$ cat src/rtl/secded_pkg.sv
// rtl/secded_pkg.sv - SECDED code geometry helpers and status type shared by decoder/encoder blocks
package secded_pkg;

  typedef enum logic [1:0] {
    SECDED_OK     = 2'd0,
    SECDED_SINGLE = 2'd1,
    SECDED_DOUBLE = 2'd2
  } secded_status_e;

  // Smallest P with 2^P >= data_w + P + 1 (Hamming parity bit count).
  function automatic int secded_par_bits(input int data_w);
    int p;
    p = 1;
    for (int i = 0; i < 8; i++) begin
      if ((1 << p) < data_w + p + 1) p = p + 1;
    end
    return p;
  endfunction

  // Full code width: data + Hamming parity + one global parity bit.
  function automatic int secded_code_w(input int data_w);
    return data_w + secded_par_bits(data_w) + 1;
  endfunction

  // Code bit index of data bit i: data fills non-power-of-two Hamming
  // positions in ascending order, and code bit k carries position k+1.
  function automatic int secded_data_pos(input int i);
    int cnt;
    int idx;
    cnt = 0;
    idx = 0;
    for (int pos = 3; pos < 128; pos++) begin
      if ((pos & (pos - 1)) != 0) begin
        if (cnt == i) idx = pos - 1;
        cnt = cnt + 1;
      end
    end
    return idx;
  endfunction

endpackage

$ cat src/rtl/secded_syndrome.sv
// rtl/secded_syndrome.sv - combinational Hamming syndrome and global parity of a SECDED code word
module secded_syndrome import secded_pkg::*; #(
  parameter int DATA_W = 4
) (
  input  logic [secded_code_w(DATA_W)-1:0]   code_i,
  output logic [secded_par_bits(DATA_W)-1:0] syndrome_o,
  output logic                               gpar_o
);

  localparam int P = secded_par_bits(DATA_W);
  localparam int N = secded_code_w(DATA_W);

  // Syndrome is the XOR of the Hamming positions of every set bit; the
  // global-parity bit (index N-1) has no Hamming position and is excluded.
  always_comb begin
    syndrome_o = '0;
    for (int k = 0; k < N - 1; k++) begin
      if (code_i[k]) syndrome_o = syndrome_o ^ P'(k + 1);
    end
  end

  // Even parity over the whole word: 1 means an odd number of flipped bits.
  assign gpar_o = ^code_i;

endmodule

$ cat src/rtl/secded_dec_pipe.sv
// rtl/secded_dec_pipe.sv - two-stage SECDED decoder with valid/ready stream; SECDED_STATS_EN adds error counters
module secded_dec_pipe import secded_pkg::*; #(
  parameter int DATA_W = 4,
  parameter int CNT_W  = 16
) (
  input  logic                               clk,
  input  logic                               rst_n,
  input  logic                               in_valid,
  output logic                               in_ready,
  input  logic [secded_code_w(DATA_W)-1:0]   in_code,
  output logic                               out_valid,
  input  logic                               out_ready,
  output logic [DATA_W-1:0]                  out_data,
  output logic                               out_single,
  output logic                               out_double,
  output logic [secded_par_bits(DATA_W)-1:0] out_syndrome
`ifdef SECDED_STATS_EN
  ,
  input  logic                               cnt_clr,
  output logic [CNT_W-1:0]                   cnt_single,
  output logic [CNT_W-1:0]                   cnt_double
`endif
);

  localparam int P = secded_par_bits(DATA_W);
  localparam int N = secded_code_w(DATA_W);

  if (DATA_W < 4 || DATA_W > 64 || CNT_W < 1) begin : g_param_err
    $error("secded_dec_pipe: DATA_W must be 4..64 and CNT_W >= 1");
  end

  logic [P-1:0] syn_d;
  logic         gpar_d;

  secded_syndrome #(.DATA_W(DATA_W)) u_syndrome (
    .code_i     (in_code),
    .syndrome_o (syn_d),
    .gpar_o     (gpar_d)
  );

  logic               s1_valid_q;
  logic [N-1:0]       s1_code_q;
  logic [P-1:0]       s1_syn_q;
  logic               s1_gpar_q;
  logic               s2_valid_q;
  logic [DATA_W-1:0]  s2_data_q;
  logic               s2_single_q;
  logic               s2_double_q;
  logic [P-1:0]       s2_syn_q;
  logic               s1_load;
  logic               s2_load;

  // Stage 2 refills when empty or draining; stage 1 refills when empty or
  // moving into stage 2, so a full pipe streams one word per cycle.
  assign s2_load  = !s2_valid_q || out_ready;
  assign s1_load  = !s1_valid_q || s2_load;
  assign in_ready = s1_load;

  // Stage 1 register: raw code plus its syndrome and global parity.
  always_ff @(posedge clk or negedge rst_n) begin
    if (!rst_n) begin
      s1_valid_q <= 1'b0;
      s1_code_q  <= '0;
      s1_syn_q   <= '0;
      s1_gpar_q  <= 1'b0;
    end else if (s1_load) begin
      s1_valid_q <= in_valid;
      if (in_valid) begin
        s1_code_q <= in_code;
        s1_syn_q  <= syn_d;
        s1_gpar_q <= gpar_d;
      end
    end
  end

  secded_status_e    status_d;
  logic [N-1:0]      corr_code_d;
  logic [DATA_W-1:0] data_d;

  // Classify the word and correct the single flipped bit when its position
  // is a real code position; double errors pass through uncorrected.
  always_comb begin
    status_d    = SECDED_OK;
    corr_code_d = s1_code_q;
    if (s1_syn_q == '0) begin
      status_d = s1_gpar_q ? SECDED_SINGLE : SECDED_OK;
    end else if (!s1_gpar_q) begin
      status_d = SECDED_DOUBLE;
    end else if (int'(s1_syn_q) > N - 1) begin
      status_d = SECDED_DOUBLE;
    end else begin
      status_d = SECDED_SINGLE;
      for (int k = 0; k < N - 1; k++) begin
        if (s1_syn_q == P'(k + 1)) corr_code_d[k] = ~s1_code_q[k];
      end
    end
  end

  for (genvar gi = 0; gi < DATA_W; gi++) begin : g_extract
    assign data_d[gi] = corr_code_d[secded_data_pos(gi)];
  end

  // Parity positions of the corrected word are not needed downstream.
  logic unused_code_bits;
  assign unused_code_bits = ^corr_code_d;

  // Stage 2 register: corrected data and status, held while back-pressured.
  always_ff @(posedge clk or negedge rst_n) begin
    if (!rst_n) begin
      s2_valid_q  <= 1'b0;
      s2_data_q   <= '0;
      s2_single_q <= 1'b0;
      s2_double_q <= 1'b0;
      s2_syn_q    <= '0;
    end else if (s2_load) begin
      s2_valid_q <= s1_valid_q;
      if (s1_valid_q) begin
        s2_data_q   <= data_d;
        s2_single_q <= (status_d == SECDED_SINGLE);
        s2_double_q <= (status_d == SECDED_DOUBLE);
        s2_syn_q    <= s1_syn_q;
      end
    end
  end

  assign out_valid    = s2_valid_q;
  assign out_data     = s2_data_q;
  assign out_single   = s2_single_q;
  assign out_double   = s2_double_q;
  assign out_syndrome = s2_syn_q;

`ifdef SECDED_STATS_EN
  logic             out_xfer;
  logic [CNT_W-1:0] cnt_single_q;
  logic [CNT_W-1:0] cnt_single_d;
  logic [CNT_W-1:0] cnt_double_q;
  logic [CNT_W-1:0] cnt_double_d;

  assign out_xfer = s2_valid_q && out_ready;

  // Saturating counters bumped on each delivered word; clear has priority.
  always_comb begin
    cnt_single_d = cnt_single_q;
    cnt_double_d = cnt_double_q;
    if (cnt_clr) begin
      cnt_single_d = '0;
      cnt_double_d = '0;
    end else if (out_xfer) begin
      if (s2_single_q && !(&cnt_single_q)) cnt_single_d = cnt_single_q + 1'b1;
      if (s2_double_q && !(&cnt_double_q)) cnt_double_d = cnt_double_q + 1'b1;
    end
  end

  // Counter state register.
  always_ff @(posedge clk or negedge rst_n) begin
    if (!rst_n) begin
      cnt_single_q <= '0;
      cnt_double_q <= '0;
    end else begin
      cnt_single_q <= cnt_single_d;
      cnt_double_q <= cnt_double_d;
    end
  end

  assign cnt_single = cnt_single_q;
  assign cnt_double = cnt_double_q;
`endif

endmodule

$ cat config.mk
export PLATFORM = sky130hd
export DESIGN_NAME = secded_dec_pipe
export DESIGN_NICKNAME = d
export VERILOG_FILES = /design/src/rtl/secded_pkg.sv /design/src/rtl/secded_syndrome.sv /design/src/rtl/secded_dec_pipe.sv
export SDC_FILE = /design/constraint.sdc
export NUM_CORES = 1
export LEC_CHECK = 0
export ABC_AREA = 1
export CAP_MARGIN = 30
export CORE_MARGIN = 1
export CORE_UTILIZATION = 52
export CTS_BUF_LIST = sky130_fd_sc_hd__clkbuf_8
export CTS_CLUSTER_SIZE = 14
export DETAILED_ROUTE_END_ITERATION = 16
export HOLD_SLACK_MARGIN = 0.12
export PLACE_DENSITY = 0.81
export SLEW_MARGIN = 20
export SYNTH_ARGS = -nofsm -noshare
export SYNTH_HDL_FRONTEND = slang
export SYNTH_SLANG_ARGS = --single-unit
$ cat constraint.sdc
create_clock -name clk -period 1.3 [get_ports clk]
set_clock_uncertainty 0.15 [all_clocks]
set_input_delay 0.13 -clock clk [delete_from_list [all_inputs] [get_ports clk]]
set_output_delay 0.13 -clock clk [all_outputs]
set_load 0.1 [all_outputs]
After elaboration in Yosys (flattened, before gate mapping)
Index checks and enable logic that the tools add are counted.
- register bits after elaboration: 22
- input bits: 12
- output and inout port bits: 11
- word-level logic and storage cells: 58
- equality and inequality tests: 9
- multiplexer cells: 19
- bitwise operators: 13
- reduce and logical (&&, ||, !) cells: 8
- operator list (operator ; number):
    7-bit two-way mux ; 2
    3-bit == test, second input constant ; 4
    3-bit two-way mux ; 4
    1-bit two-way mux ; 9
    2-bit two-way mux ; 4
    8-bit parity ; 1
    1-bit inverter ; 7
    3-bit by 2-bit == test with 1-bit output, second input constant ; 2
    2-bit inverter ; 3
    2-bit AND reduction ; 2
    3-bit by 1-bit == test with 1-bit output, second input constant ; 1
    3-bit zero test ; 1
    3-bit inverter ; 1
    2-bit by 1-bit == test with 1-bit output, second input constant ; 1
    2-bit == test, second input constant ; 1
    1-bit zero test ; 2
    1-bit logical OR ; 2
    1-bit inverter, first input constant ; 2

Logic depth before layout (Yosys ltp)
- depth in word-level cells: 11
- gate-level depth with buffers: 9
- depth with buffers taken out: 9

By module
Synthesis repeated with hierarchy kept, for this count alone.
- cell total of the unflattened synthesis: 149
- area total of the unflattened synthesis: 1143.6 um2
- modules (own cells, without submodules) (module ; instances ; cells an instance ; area each (um2) ; sequential area each (um2)):
    secded_dec_pipe ; 1 ; 103 ; 907.1 ; 475.5
    secded_syndrome ; 1 ; 46 ; 236.5 ; 0.0

Worst setup path after synthesis
No wires, ideal clock.
- path kind: flip-flop to flip-flop
- start point: register s2_valid_q, in the netlist out_valid
- end point: register s1_code_q[4]
- setup time: 127 ps
- arrival: 2182 ps
- data required time: 1023 ps
- path slack: -1158 ps
- cell stages (with the launch flop): 5
- path buffers: 1
- clock period less this slack: 2458 ps
- path through: dfrtp_1 > nand3_2 > nand2_4 > buf_8 > o21ai_0
- cells in the longest elaborated chain, start to end: 4
- RTL lines (what ; line ; RTL):
    start: declaration ; secded_dec_pipe.sv:45 ; logic s2_valid_q;
    start signal: assignment ; secded_dec_pipe.sv:116 ; s2_valid_q <= s1_valid_q;
    1-bit zero test ; secded_dec_pipe.sv:55 ; assign s2_load = !s2_valid_q || out_ready;
    1-bit logical OR ; secded_dec_pipe.sv:55 ;
    1-bit logical OR ; secded_dec_pipe.sv:56 ; assign s1_load = !s1_valid_q || s2_load;
    net in_ready ; secded_dec_pipe.sv:9 ; output logic in_ready,
    2-bit AND reduction (no line) ; - ;
    end signal: assignment ; secded_dec_pipe.sv:69 ; s1_code_q <= in_code;
    end: declaration ; secded_dec_pipe.sv:42 ; logic [N-1:0] s1_code_q;
The timed path passes the listed nets, and every way through them passes these cells.
A chain may end at the register's enable or synchronous reset.

Worst setup path in the final report
- start point: register s2_valid_q, in the netlist out_valid
- end point: output in_ready
- cells in the longest elaborated chain, start to end: 3
- RTL lines (what ; line):
    1-bit zero test ; secded_dec_pipe.sv:55
    1-bit logical OR ; secded_dec_pipe.sv:55
    1-bit logical OR ; secded_dec_pipe.sv:56
    end: declaration ; secded_dec_pipe.sv:9
No other way between the ends.

==> impl_metrics.env <==
export IMPL_cp_max_fo=3
export IMPL_num_vias=1004
export IMPL_p_leak_nw=0.854
export IMPL_outcome="finished, violations left"
export IMPL_wirelength_mm=2.60
export IMPL_rsz0062_at_grt="yes"
export IMPL_clk_pin_slew_ns=0.07
export IMPL_seq_area_frac_synth=0.441
export IMPL_place_congestion=0.776
export IMPL_antenna_found_initial=0
export IMPL_syn2layout_area_growth_pct=49.6
export IMPL_critPathLaunchType="register"
export IMPL_grt_max_degree=20
export IMPL_pin_count=23
export IMPL_max_slew_margin=0.804
export IMPL_hp_class="input port to register"
export IMPL_drv_slew=0
export IMPL_final_cells=202
export IMPL_setup_ws_ns=-0.0959
export IMPL_setup_violations_final=8
export IMPL_place_inst=194
export IMPL_post_route_util=0.821
export IMPL_ant_nets=0
export IMPL_postSynthRegisterBits=19
export IMPL_cts_buffer_depth=2
export IMPL_cts_htree_levels=1
export IMPL_drive_gt1_frac=0.257
export IMPL_nets=188
export IMPL_first_pass_iters=4
export IMPL_grt_pass1_wl_mm=3.75
export IMPL_chipWidth_um=47.5
export IMPL_route_detailed_drc=0
export IMPL_wl_per_cell_um=12.9
export IMPL_synth_cell_types=19
export IMPL_final_cell_mix="nand2_1, inv_1, dfrtp_1"
export IMPL_cts_tree="done"
export IMPL_min_period_over_period=1.07
export IMPL_worstPathCellList="nand3_4, buf_6, buf_12"
export IMPL_root_buffer="clkbuf_8"
export IMPL_yosysTopAreaCellShare=0.441
export IMPL_cap_violations=0
export IMPL_drtIter0Drc=24
export IMPL_dpl_hpwl_mm=1.91
export IMPL_design_area_mm2=0.00161
export IMPL_core_area_mm2=0.00196
export IMPL_finalCriticalPeriod_ns=1.40
export IMPL_ys_warn_count=0
export IMPL_place_area_mm2=0.00151
export IMPL_vdd_ir_drop_worst_mv=1.26
export IMPL_row_count=16
export IMPL_crit_required_ns=1.02
export IMPL_grt_overflow_total=0
export IMPL_tightest_slew_ns=0.293
export IMPL_p_per_area_mw_per_mm2=1940
export IMPL_clock_latency_ns=0.25
export IMPL_cts_sinks=19
export IMPL_postSynthCellCount=136
export IMPL_track_usage=0.241
export IMPL_grt_pass1_vias=899
export IMPL_critPathSlowestCell="dfrtp_4"
export IMPL_endpoint_kind="output pin"
export IMPL_synth_area_mm2=0.00108
export IMPL_worstPathArrival_ns=1.12
export IMPL_critPathKind="register to output pin"
export IMPL_crit_path_max_incr_delay_ns=0.52
export IMPL_avgSynthCellArea_um2=7.92
export IMPL_via_per_inst=4.97
export IMPL_numCtsBuffers=3
export IMPL_failed_checks="negative setup slack"
export IMPL_final_common_cell="nand2_1"
export IMPL_synth_area_leaders="dfrtp_1, nand2_1, xnor2_1, inv_1, o21ai_0"
export IMPL_port_buffers=22
export IMPL_die_y_um=47.5
export IMPL_yosys_area_top_type="dfrtp_1"
export IMPL_max_freq_ghz=0.716
export IMPL_synth_nets=148
export IMPL_hold_viol_final=0
export IMPL_start_util=0.549
export IMPL_die_area_mm2=0.00226
export IMPL_antenna_diode_count=0
stage by stage:
step | hold slack (ns) | worst slack (ns) | total power, mW | setup TNS [ns]
2_1_floorplan | -0.316 | -0.350 | 1.99 | -3.98
3_3_place_gp | 0.331 | -0.160 | 2.64 | -1.27
3_5_place_dp | 0.344 | -0.225 | 2.69 | -2.26
4_1_cts | 0.363 | -0.0961 | 3.10 | -0.152
5_1_grt | 0.163 | -0.119 | 3.25 | -0.561
6_report | 0.137 | -0.0959 | 3.12 | -0.180
synth_stat cells:
library cell  number
xnor2_1            9
dfrtp_1           19
nor3_1             1
buf_6              2
buf_8              1
o21ai_2            4
xor2_1             2
nor2_1             5
nand2_2            2
o21a_1             1
o21ai_1            3
inv_1             18
nand3_1            4
inv_2              1
nand3_2            2
nor3_2             1
nand2_1           52
nand2_4            2
o21ai_0            7
critical path, delay by kind of cell (launching register included):
family | cells | cell delay [ns]
buffers and inverters | 2 | 0.27
flip-flops | 1 | 0.52
AND/OR/NAND/NOR | 1 | 0.08
state kept, by name (all words and copies together) (netlist names):
name and count:
out_data 4, s1_code_q 4, out_syndrome 3, s1_gpar_q 1, s1_syn_q 3, out_double 1, out_valid 1, out_single 1
s1_valid_q 1
worst paths after layout:
path	from	to	slack, ns	cells after the start
min reg2reg	s1_code_q[5]	s1_code_q[5]	0.38	2
min	in_code[4]	s1_code_q[4]	0.14	3
max reg2reg	out_valid	out_syndrome[1]	-0.02	5
max	out_valid	in_ready	-0.1	3
min in group asynchronous	rst_n	out_data[2]	0.70	3
max in group asynchronous	rst_n	out_valid	0.08	3
layer usage:
layer	share of wire	up-vias	track usage
li1	-	490	-
met1	0.38	478	0.263
met2	0.58	30	0.479
met3	0.024	6	0.0302
met4	0.016	0	0.0686
met5	0	-	0
repair_timing:
item                                    in CTS  in global routing
hold buffers                                 1                  0
cloned                                       0                  0
pin swaps                                    1                  0
buffers inserted                             1                  2
endpoints found under the setup margin       7                 16
gates resized for setup                      1                 11
hold endpoints to repair                    19                  0
where the power goes:
group | leakage [nW] | switching, mW | internal [mW]
clock network | 0.0269 | 0.187 | 0.209
registers | 0.230 | 0.180 | 0.751
logic | 0.596 | 1.14 | 0.660
final cells by class:
cell class / count / area (um2)
clock buffer: 3 / 41.3
timing repair buffer: 38 / 469
inverter: 19 / 71.3
sequential: 19 / 480
tap: 27 / 33.8
multi-input combinational: 95 / 512
fill: 128 / 350
clock inverter: 1 / 3.75
cells by family (layout without fill, tap and decap cells):
family / Yosys count / count (layout) / synth area share
simple gates: 69 / 69 / 0.282
buf+inv: 22 / 61 / 0.101
flops: 19 / 19 / 0.441
compound gates: 15 / 15 / 0.0859
xor+xnor: 11 / 11 / 0.0894
(Power assumes the default switching activity.)
